[config.mk]
export PLATFORM = sky130hd
export DESIGN_NAME = ps2_key_ctrl
export DESIGN_NICKNAME = d
export VERILOG_FILES = /design/src/rtl/ps2_key_ctrl.sv
export SDC_FILE = /design/constraint.sdc
export NUM_CORES = 1
export LEC_CHECK = 0
export CORE_AREA = 5 5 71 89
export CTS_CLUSTER_SIZE = 16
export DETAILED_ROUTE_END_ITERATION = 7
export DIE_AREA = 0 0 76 94
export PLACE_DENSITY = 0.79
export SLEW_MARGIN = 20
export SYNTH_ARGS = -nofsm -noshare
export SYNTH_HDL_FRONTEND = slang
export SYNTH_SLANG_ARGS = --single-unit
[constraint.sdc]
create_clock -name clk -period 2.43 [get_ports clk]
set_clock_uncertainty 0.2 [all_clocks]
set_input_delay 0.243 -clock clk [delete_from_list [all_inputs] [get_ports clk]]
set_output_delay 0.243 -clock clk [all_outputs]
set_load 0.03 [all_outputs]
[src/rtl/ps2_key_ctrl.sv]
// PS/2 key-state controller: drains driver FIFO, parses E0/F0
// prefixes, tracks held game keys, emits prioritised move state.
// Ports: clk, rst (async high); ready/data/overflow from driver,
// rdn read strobe to driver; move_state, key_event, last_code, held.
module ps2_key_ctrl #(
  parameter int           TW             = 20,
  parameter logic [TW-1:0] PREFIX_TIMEOUT = 20'd500000
) (
  input  logic       clk,
  input  logic       rst,
  input  logic       ready,
  input  logic [7:0] data,
  input  logic       overflow,
  output logic       rdn,
  output logic [3:0] move_state,
  output logic       key_event,
  output logic [7:0] last_code,
  output logic [4:0] held
);

  typedef enum logic [2:0] {
    IDLE,
    CAPTURE,
    SETTLE,
    DECODE,
    FLUSH
  } state_t;

  localparam logic [TW-1:0] TMAX = PREFIX_TIMEOUT - TW'(1);

  state_t        state, state_nxt;
  logic [7:0]    byte_r;
  logic          ext, ext_nxt;
  logic          brk, brk_nxt;
  logic [TW-1:0] cnt, cnt_nxt;
  logic [4:0]    held_nxt;
  logic [4:0]    key_mask;
  logic [2:0]    dir;
  logic          rdn_c;

  // held/mask bit order: {jump,down,right,left,up}
  always_comb begin
    key_mask = 5'b00000;
    unique case (1'b1)
      (!ext && byte_r == 8'h1D): key_mask = 5'b00001;
      ( ext && byte_r == 8'h75): key_mask = 5'b00001;
      (!ext && byte_r == 8'h1C): key_mask = 5'b00010;
      ( ext && byte_r == 8'h6B): key_mask = 5'b00010;
      (!ext && byte_r == 8'h23): key_mask = 5'b00100;
      ( ext && byte_r == 8'h74): key_mask = 5'b00100;
      (!ext && byte_r == 8'h1B): key_mask = 5'b01000;
      ( ext && byte_r == 8'h72): key_mask = 5'b01000;
      (!ext && byte_r == 8'h29): key_mask = 5'b10000;
      default:                   key_mask = 5'b00000;
    endcase
  end

  always_comb begin
    state_nxt = state;
    held_nxt  = held;
    ext_nxt   = ext;
    brk_nxt   = brk;
    cnt_nxt   = cnt;
    rdn_c     = 1'b1;
    unique case (state)
      IDLE: begin
        if (overflow)
          state_nxt = FLUSH;
        else if (ready)
          state_nxt = CAPTURE;
        if (ext || brk) begin
          if (cnt == TMAX) begin
            ext_nxt = 1'b0;
            brk_nxt = 1'b0;
            cnt_nxt = '0;
          end else begin
            cnt_nxt = cnt + TW'(1);
          end
        end else begin
          cnt_nxt = '0;
        end
      end
      CAPTURE: begin
        rdn_c     = 1'b0;
        state_nxt = SETTLE;
      end
      SETTLE: begin
        state_nxt = DECODE;
      end
      DECODE: begin
        cnt_nxt   = '0;
        state_nxt = IDLE;
        if (byte_r == 8'hE0) begin
          ext_nxt = 1'b1;
        end else if (byte_r == 8'hF0) begin
          brk_nxt = 1'b1;
        end else begin
          if (brk)
            held_nxt = held & ~key_mask;
          else
            held_nxt = held | key_mask;
          ext_nxt = 1'b0;
          brk_nxt = 1'b0;
        end
      end
      FLUSH: begin
        held_nxt = 5'b00000;
        ext_nxt  = 1'b0;
        brk_nxt  = 1'b0;
        cnt_nxt  = '0;
        rdn_c    = !ready;
        if (!ready && !overflow)
          state_nxt = IDLE;
      end
      default: begin
        state_nxt = IDLE;
      end
    endcase
  end

  // Fixed priority up > down > left > right
  always_comb begin
    if (held_nxt[0])
      dir = 3'b001;
    else if (held_nxt[3])
      dir = 3'b100;
    else if (held_nxt[1])
      dir = 3'b010;
    else if (held_nxt[2])
      dir = 3'b011;
    else
      dir = 3'b000;
  end

  assign rdn = rdn_c;

  always_ff @(posedge clk or posedge rst) begin
    if (rst) begin
      state      <= IDLE;
      byte_r     <= 8'h00;
      ext        <= 1'b0;
      brk        <= 1'b0;
      cnt        <= '0;
      held       <= 5'b00000;
      move_state <= 4'b0000;
      key_event  <= 1'b0;
      last_code  <= 8'h00;
    end else begin
      state      <= state_nxt;
      ext        <= ext_nxt;
      brk        <= brk_nxt;
      cnt        <= cnt_nxt;
      held       <= held_nxt;
      move_state <= {held_nxt[4], dir};
      key_event  <= 1'b0;
      if (state == CAPTURE)
        byte_r <= data;
      if (state == DECODE && held_nxt != held) begin
        key_event <= 1'b1;
        last_code <= byte_r;
      end
    end
  end

endmodule
==> flow_metrics.env, run 1 <==
export IMPL_cp_data_required_time_ns=2.42
export IMPL_dp_final_hpwl_um=4200
export IMPL_cts_root_buf="clkbuf_8"
export IMPL_final_common_cell="dfrtp_1"
export IMPL_pwr_share_clk_pct=22.0
export IMPL_drive_gt1_share_pct=21.1
export IMPL_die_w_um=76
export IMPL_hold_path_class="in2async"
export IMPL_syn_num_nets=274
export IMPL_finalHoldViolations=0
export IMPL_instances_no_fill=381
export IMPL_p_switching_uw=1140
export IMPL_io_buffers=30
export IMPL_die_area_mm2=0.00714
export IMPL_mostFrequentLayoutCells="49 x dfrtp_1, 30 x clkdlybuf4s50_1, 26 x nor2_1"
export IMPL_finalCritPeriodShare_pct=96.4
export IMPL_synthCells=261
export IMPL_nFillCells=440
export IMPL_slew_violations=0
export IMPL_synthArstFlopShare_pct=100
export IMPL_setup_viol=0
export IMPL_cap_violations=0
export IMPL_powerDensity_mw_per_mm2=944
export IMPL_r2r_cells=6
export IMPL_drtIter0Drc=129
export IMPL_p_sw_share_pct=36.3
export IMPL_criticalPathCategory="reg2reg"
export IMPL_num_rows=30
export IMPL_ant_nets=0
export IMPL_ioPinCount=31
export IMPL_cp_max_fo=6
export IMPL_hold_ws_ns=0.109
export IMPL_synth_top_area_cell="dfrtp_1"
export IMPL_antenna_found_initial=0
export IMPL_placedInstanceArea_mm2=0.00313
export IMPL_grt_pass1_vias=2124
export IMPL_fin_nets=329
export IMPL_internal_power_uw=2000
export IMPL_dr_total_vias=2130
export IMPL_viasPerCell=5.59
export IMPL_clockBufferDepth=2
export IMPL_worstReg2RegEnd="last_code[3]$_DFFE_PP0P_"
export IMPL_syn_area_per_cell_um2=9.97
export IMPL_place_congestion=0.903
export IMPL_synth_edf_count=0
export IMPL_drcViolationCount=0
export IMPL_path_clk_slew_ns=0.09
export IMPL_seq_area_frac_synth_pct=48.1
export IMPL_synth_area_leaders="dfrtp_1 48%, mux2_2 5.2%, nor2_1 3.9%"
export IMPL_status="finished clean"
export IMPL_tritoncts="yes"
export IMPL_clk_latency_ns=0.30
export IMPL_ys_types=54
export IMPL_critPathArrivalTime_ns=2.33
export IMPL_ys_warn_count=0
export IMPL_synth_flop_cell="dfrtp_1"
export IMPL_finalWirelength_um=5770
export IMPL_dp_cells=371
export IMPL_n_antenna_cell=0
export IMPL_core_area_mm2=0.00537
export IMPL_r2r_start="byte_r[6]$_DFFE_PP0P_"
export IMPL_area_growth_pct=28.0
export IMPL_fin_util_pct=62.0
export IMPL_slew_headroom_pct=62.2
export IMPL_start_util_pct=48.5
export IMPL_r2r_slack_ns=0.09
export IMPL_tightest_slew_ns=0.567
export IMPL_p_leak_uw=0.00145
export IMPL_peakVddDrop_mv=0.508
export IMPL_drt_pass1_iter_count=4
export IMPL_fin_area_mm2=0.00333
export IMPL_fmax_mhz=427
export IMPL_p_comb_share_pct=40.1
export IMPL_hold_buffers=0
export IMPL_post_drt_wl_per_cell_um=15.1
export IMPL_overflow=0
export IMPL_setup_worst_path_start_class="flip-flop"
export IMPL_ys_ff_latch=50
export IMPL_seq_power_share_pct=38.0
export IMPL_track_usage_pct=16.5
export IMPL_clock_sinks=50
export IMPL_finalCriticalPeriod_ns=2.34
export IMPL_die_height_um=94
export IMPL_synth_top_area_share_pct=48.1
export IMPL_grt_pass1_wl_um=9690
export IMPL_htree_levels=2
export IMPL_grt_max_degree=27
export IMPL_end_kind="flip-flop"
export IMPL_cts_buffers=5
export IMPL_syn_area_mm2=0.00260
-- routing by layer --
metal	routed length, µm	track usage (%)
met5	0	0
met1	2320	19.4
met4	121	6.08
met2	3120	29.8
met3	203	2.88
-- per-stage QoR --
stage,power (µW),worst slack (ns),TNS (ns)
CTS,3090,0.00327,0
floorplan,1900,0.0894,0
detailed placement,2390,0.0171,0
global placement,2350,0.103,0
finish,3140,0.0873,0
global route,3340,-0.00895,-0.0167
-- flip-flops by register name, indices dropped and copies added, names as in the netlist --
signal	cells
brk	1
byte_r	8
cnt	20
ext	1
held	5
key_event	1
last_code	8
move_state	3
state	3
-- worst max path at each step --
stage,startpoint,to,slack [ns],cells past startpoint
after floorplan,state[1]$_DFFE_PP0P_,last_code[0]$_DFFE_PP0P_,0.09,7
after global placement,byte_r[2]$_DFFE_PP0P_,last_code[6]$_DFFE_PP0P_,0.10,6
after detailed placement,byte_r[2]$_DFFE_PP0P_,last_code[3]$_DFFE_PP0P_,0.02,6
after CTS,state[2]$_DFFE_PP0P_,last_code[3]$_DFFE_PP0P_,0.003,6
after global routing,byte_r[7]$_DFFE_PP0P_,last_code[3]$_DFFE_PP0P_,-0.009,6
final,byte_r[6]$_DFFE_PP0P_,last_code[3]$_DFFE_PP0P_,0.09,6
-- kinds of logic (layout without fill, tap and decap cells) --
group                      after synthesis  after routing  synth area share, %
xor gates and xnor gates                15             15                 5.05
and+or+nand+nor                        109            109                 23.4
adders and majority gates                1              1                0.481
muxes                                   13             13                 5.58
AOI/OAI and AO/OA                       52             53                 13.7
buffers and inverters                   21             76                 3.75
DFF                                     50             50                 48.1
-- critical path: stages (launching register included) --
cell and delay (ns):
dfrtp_1 0.46, nor4b_4 0.32, and2_1 0.16, o21ai_0 0.17, o221a_2 0.33, a21oi_4 0.22, mux2_2 0.37
-- cell type report --
type                            count  area [µm²]  share of cell area [%]
Multi-Input combinational cell    191        1310                    39.2
Sequential cell                    50        1250                    37.6
Timing Repair Buffer               56         508                    15.3
Tap cell                           64        80.1                    2.41
Clock buffer                        5        68.8                    2.07
Clock inverter                      3        68.8                    2.07
Inverter                           12        45.0                    1.35
-- cell usage after synthesis, drive strengths merged, types with 2 or more instances --
master and n:
inv 12, o21ai 15, xor2 8, nand2b 6, a211oi 2, nor4 5
dfrtp 50, nand3 9, nand2 18, nand4bb 3, or4 2, or2 2
nor2b 6, nor3 5, nor2 27, nor3b 2, buf 7, o211ai 3
o22ai 2, and2 3, a21oi 10, nor4b 4, o21bai 2, clkbuf 2
and3 5, a31oi 4, nand4 3, or3 4, o31ai 2, mux2 12
xnor2 7
-- timing repair --
action                                  CTS  global route
pin swaps                                 0             2
endpoints found under the setup margin    4            18
gates resized for setup                   0            11
endpoints found under the hold margin     0             0
setup buffers                             1             0
gates cloned                              0             1
-- power groups by stage --
| stage | clock, µW | sequential (µW) | combinational, µW |
|---|---|---|---|
| 3_3_place_gp | 0 | 1170 | 1190 |
| 5_1_grt | 733 | 1230 | 1380 |
| 3_5_place_dp | 0 | 1180 | 1210 |
| 6_report | 691 | 1190 | 1260 |
| 4_1_cts | 708 | 1170 | 1210 |
| 2_1_floorplan | 0 | 1190 | 703 |
Note: power is estimated with default switching activity, not from simulation.
==> run 2: changes to the inputs <==
--- a/config.mk
+++ b/config.mk
@@ -5,11 +5,11 @@
 export SDC_FILE = /design/constraint.sdc
 export NUM_CORES = 1
 export LEC_CHECK = 0
-export CORE_AREA = 5 5 71 89
+export CORE_AREA = 5 5 68 85
 export CTS_CLUSTER_SIZE = 16
 export DETAILED_ROUTE_END_ITERATION = 7
-export DIE_AREA = 0 0 76 94
-export PLACE_DENSITY = 0.79
+export DIE_AREA = 0 0 73 90
+export PLACE_DENSITY = 0.82
 export SLEW_MARGIN = 20
 export SYNTH_ARGS = -nofsm -noshare
 export SYNTH_HDL_FRONTEND = slang
==> constraint.sdc (replaced) <==
create_clock -name clk -period 2.56 [get_ports clk]
set_clock_uncertainty 0.2 [all_clocks]
set_input_delay 0.256 -clock clk [delete_from_list [all_inputs] [get_ports clk]]
set_output_delay 0.256 -clock clk [all_outputs]
set_load 0.03 [all_outputs]
==> run 2 against run 1 <==
Effect of this change:
- critical path depth rose by 1
- sequential power fell by 3%
- first-iteration DRC count rose by 52%
- highest routed layer unchanged
- critical path type unchanged
- clock-buffer cell count rose by 2
- hold slack got worse by 0.0092 ns
- die area fell by 8.0%
==> flow_metrics.env, run 2 (synthesis gave the netlist of run 1 again) <==
export IMPL_overflow=0
export IMPL_cp_data_required_time_ns=2.55
export IMPL_clockBufferDepth=2
export IMPL_criticalPathCategory="reg2reg"
export IMPL_setup_worst_path_start_class="flip-flop"
export IMPL_htree_levels=2
export IMPL_start_util_pct=52.7
export IMPL_tightest_slew_ns=0.526
export IMPL_powerDensity_mw_per_mm2=845
export IMPL_met3_usage_pct=3.91
export IMPL_cap_violations=0
export IMPL_regMostFlops="cnt"
export IMPL_power_total_uw=2650
export IMPL_die_w_um=73
export IMPL_die_height_um=90
export IMPL_critPathArrivalTime_ns=2.46
export IMPL_fin_ws_ns=0.0918
export IMPL_worstReg2RegEnd="last_code[6]$_DFFE_PP0P_"
export IMPL_end_kind="flip-flop"
export IMPL_io_buffers=30
export IMPL_area_growth_pct=20.7
export IMPL_peakVddDrop_mv=0.419
export IMPL_largest_register_ffs=20
export IMPL_grt_max_degree=28
export IMPL_fmax_mhz=405
export IMPL_core_area_mm2=0.00493
export IMPL_mostFrequentLayoutCells="49 x dfrtp_1, 30 x clkdlybuf4s50_1, 27 x nor2_1"
export IMPL_hold_path_class="in2async"
export IMPL_r2r_cells=7
export IMPL_viasPerCell=5.81
export IMPL_hold_ws_ns=0.100
export IMPL_status="finished clean"
export IMPL_cts_root_buf="clkbuf_8"
export IMPL_dr_total_vias=2110
export IMPL_fin_nets=313
export IMPL_pre_cts_ws_ns=0.0943
export IMPL_final_common_cell="dfrtp_1"
export IMPL_cpPeakStageDelay_ns=0.41
export IMPL_clk_latency_ns=0.31
export IMPL_post_drt_wl_per_cell_um=15.9
export IMPL_drt_pass1_iter_count=4
export IMPL_clock_sinks=50
export IMPL_path_clk_slew_ns=0.10
export IMPL_post_cts_buffers=0
export IMPL_cp_max_fo=9
export IMPL_num_rows=29
export IMPL_slew_violations=0
export IMPL_finalCriticalPeriod_ns=2.47
export IMPL_track_usage_pct=18.2
export IMPL_cts_buffers=5
export IMPL_ant_nets=0
export IMPL_grt_pass1_vias=2061
export IMPL_grt_busiest_layer="met2"
export IMPL_finalCritPeriodShare_pct=96.4
export IMPL_n_antenna_cell=0
export IMPL_drive_gt1_share_pct=15.0
export IMPL_r2r_start="state[0]$_DFFE_PP0P_"
export IMPL_drcViolationCount=0
export IMPL_p_leak_uw=0.00135
export IMPL_drtIter0Drc=196
export IMPL_finalWirelength_um=5770
export IMPL_antenna_found_initial=0
export IMPL_r2r_slack_ns=0.09
export IMPL_instances_no_fill=363
export IMPL_setup_viol=0
export IMPL_slew_headroom_pct=64.9
export IMPL_die_area_mm2=0.00657
export IMPL_top_regs="cnt x20, byte_r x8, last_code x8"
export IMPL_crit_chain="buf_4 > and3b_1 > o211ai_1 > a2111oi_0 > o21bai_1 > a21oi_4 > mux2_2"
export IMPL_grt_pass1_wl_um=9430
export IMPL_dp_final_hpwl_um=4090
export IMPL_use_met1_pct=21.5
export IMPL_place_congestion=0.841
export IMPL_ioPinCount=31
export IMPL_grtUsageMet2_pct=31.0
export IMPL_dp_cells=355
export IMPL_tritoncts="yes"
export IMPL_hold_buffers=0
export IMPL_critPathSlowestCell="dfrtp_1"
export IMPL_finalHoldViolations=0
==> run 2: changes by cell type in the layout (fill, tap and decap cells not counted), moves of 2 or more <==
| cell | previous run | this run |
|---|---|---|
| bufinv_16 | 2 | 0 |
| buf_4 | 25 | 10 |
| o21bai_1 | 0 | 2 |
| o21bai_2 | 2 | 0 |
==> run 2: critical path: cells and delay by family, from the launching register on <==
kind            cells  cell delay [ns]
buf+inv             1             0.18
flops               1             0.41
compound gates      4             1.00
mux                 1             0.38
simple gates        1             0.18
==> run 2: layer usage <==
| metal | wire length [µm] | part of all wire, % |
|---|---|---|
| met1 | 2310 | 40 |
| met2 | 3120 | 54 |
| met3 | 247 | 4.3 |
| met4 | 87 | 1.5 |
| met5 | 0 | 0 |
==> run 2: final cells by class <==
type | instances | area (µm²)
inverter | 12 | 45.0
tap | 62 | 77.6
multi-input combinational | 190 | 1280
timing repair buffer | 41 | 395
clock buffer | 7 | 86.3
clock inverter | 1 | 5.00
fill | 420 | 1800
sequential | 50 | 1250
==> run 2: repair_timing <==
action	4_1_cts	5_1_grt
hold endpoints to repair	0	0
endpoints found under the setup margin	0	10
gates resized for setup	0	5
==> run 2: how the worst max path moves through the flow <==
stage / from / slack, ns / endpoint
final: state[0]$_DFFE_PP0P_ / 0.09 / last_code[6]$_DFFE_PP0P_
after global routing: byte_r[2]$_DFFE_PP0P_ / -0.05 / last_code[1]$_DFFE_PP0P_
after CTS: state[2]$_DFFE_PP0P_ / 0.04 / last_code[6]$_DFFE_PP0P_
after detailed placement: state[2]$_DFFE_PP0P_ / 0.09 / last_code[6]$_DFFE_PP0P_
after global placement: byte_r[2]$_DFFE_PP0P_ / 0.13 / last_code[0]$_DFFE_PP0P_
after floorplan: state[1]$_DFFE_PP0P_ / 0.22 / last_code[0]$_DFFE_PP0P_
==> run 2: per-stage QoR <==
| stage | setup TNS [ns] | area [µm²] | util, % |
|---|---|---|---|
| floorplan | 0 | 2600 | - |
| global placement | 0 | 3020 | 61.2 |
| detailed placement | 0 | 3020 | 61.2 |
| CTS | 0 | 3110 | 63.1 |
| global route | -0.293 | 3140 | 63.6 |
| finish | 0 | 3140 | 63.6 |
==> run 2: report_power, final <==
group	leakage, µW	switching [µW]	internal [µW]	total (µW)
sequential	0.000674	217	933	1150
combinational	0.000628	573	448	1020
clock	0.0000482	262	219	481
total	0.00135	1050	1600	2650
==> run 3: changes to the inputs <==
--- a/config.mk
+++ b/config.mk
@@ -6,11 +6,11 @@
 export NUM_CORES = 1
 export LEC_CHECK = 0
 export CORE_AREA = 5 5 68 85
+export CTS_CLUSTER_DIAMETER = 200
 export CTS_CLUSTER_SIZE = 16
 export DETAILED_ROUTE_END_ITERATION = 7
 export DIE_AREA = 0 0 73 90
 export PLACE_DENSITY = 0.82
-export SLEW_MARGIN = 20
 export SYNTH_ARGS = -nofsm -noshare
 export SYNTH_HDL_FRONTEND = slang
 export SYNTH_SLANG_ARGS = --single-unit
==> results of run 3 <==
No change in the layout: final DEF, timing and power equal those of run 2.
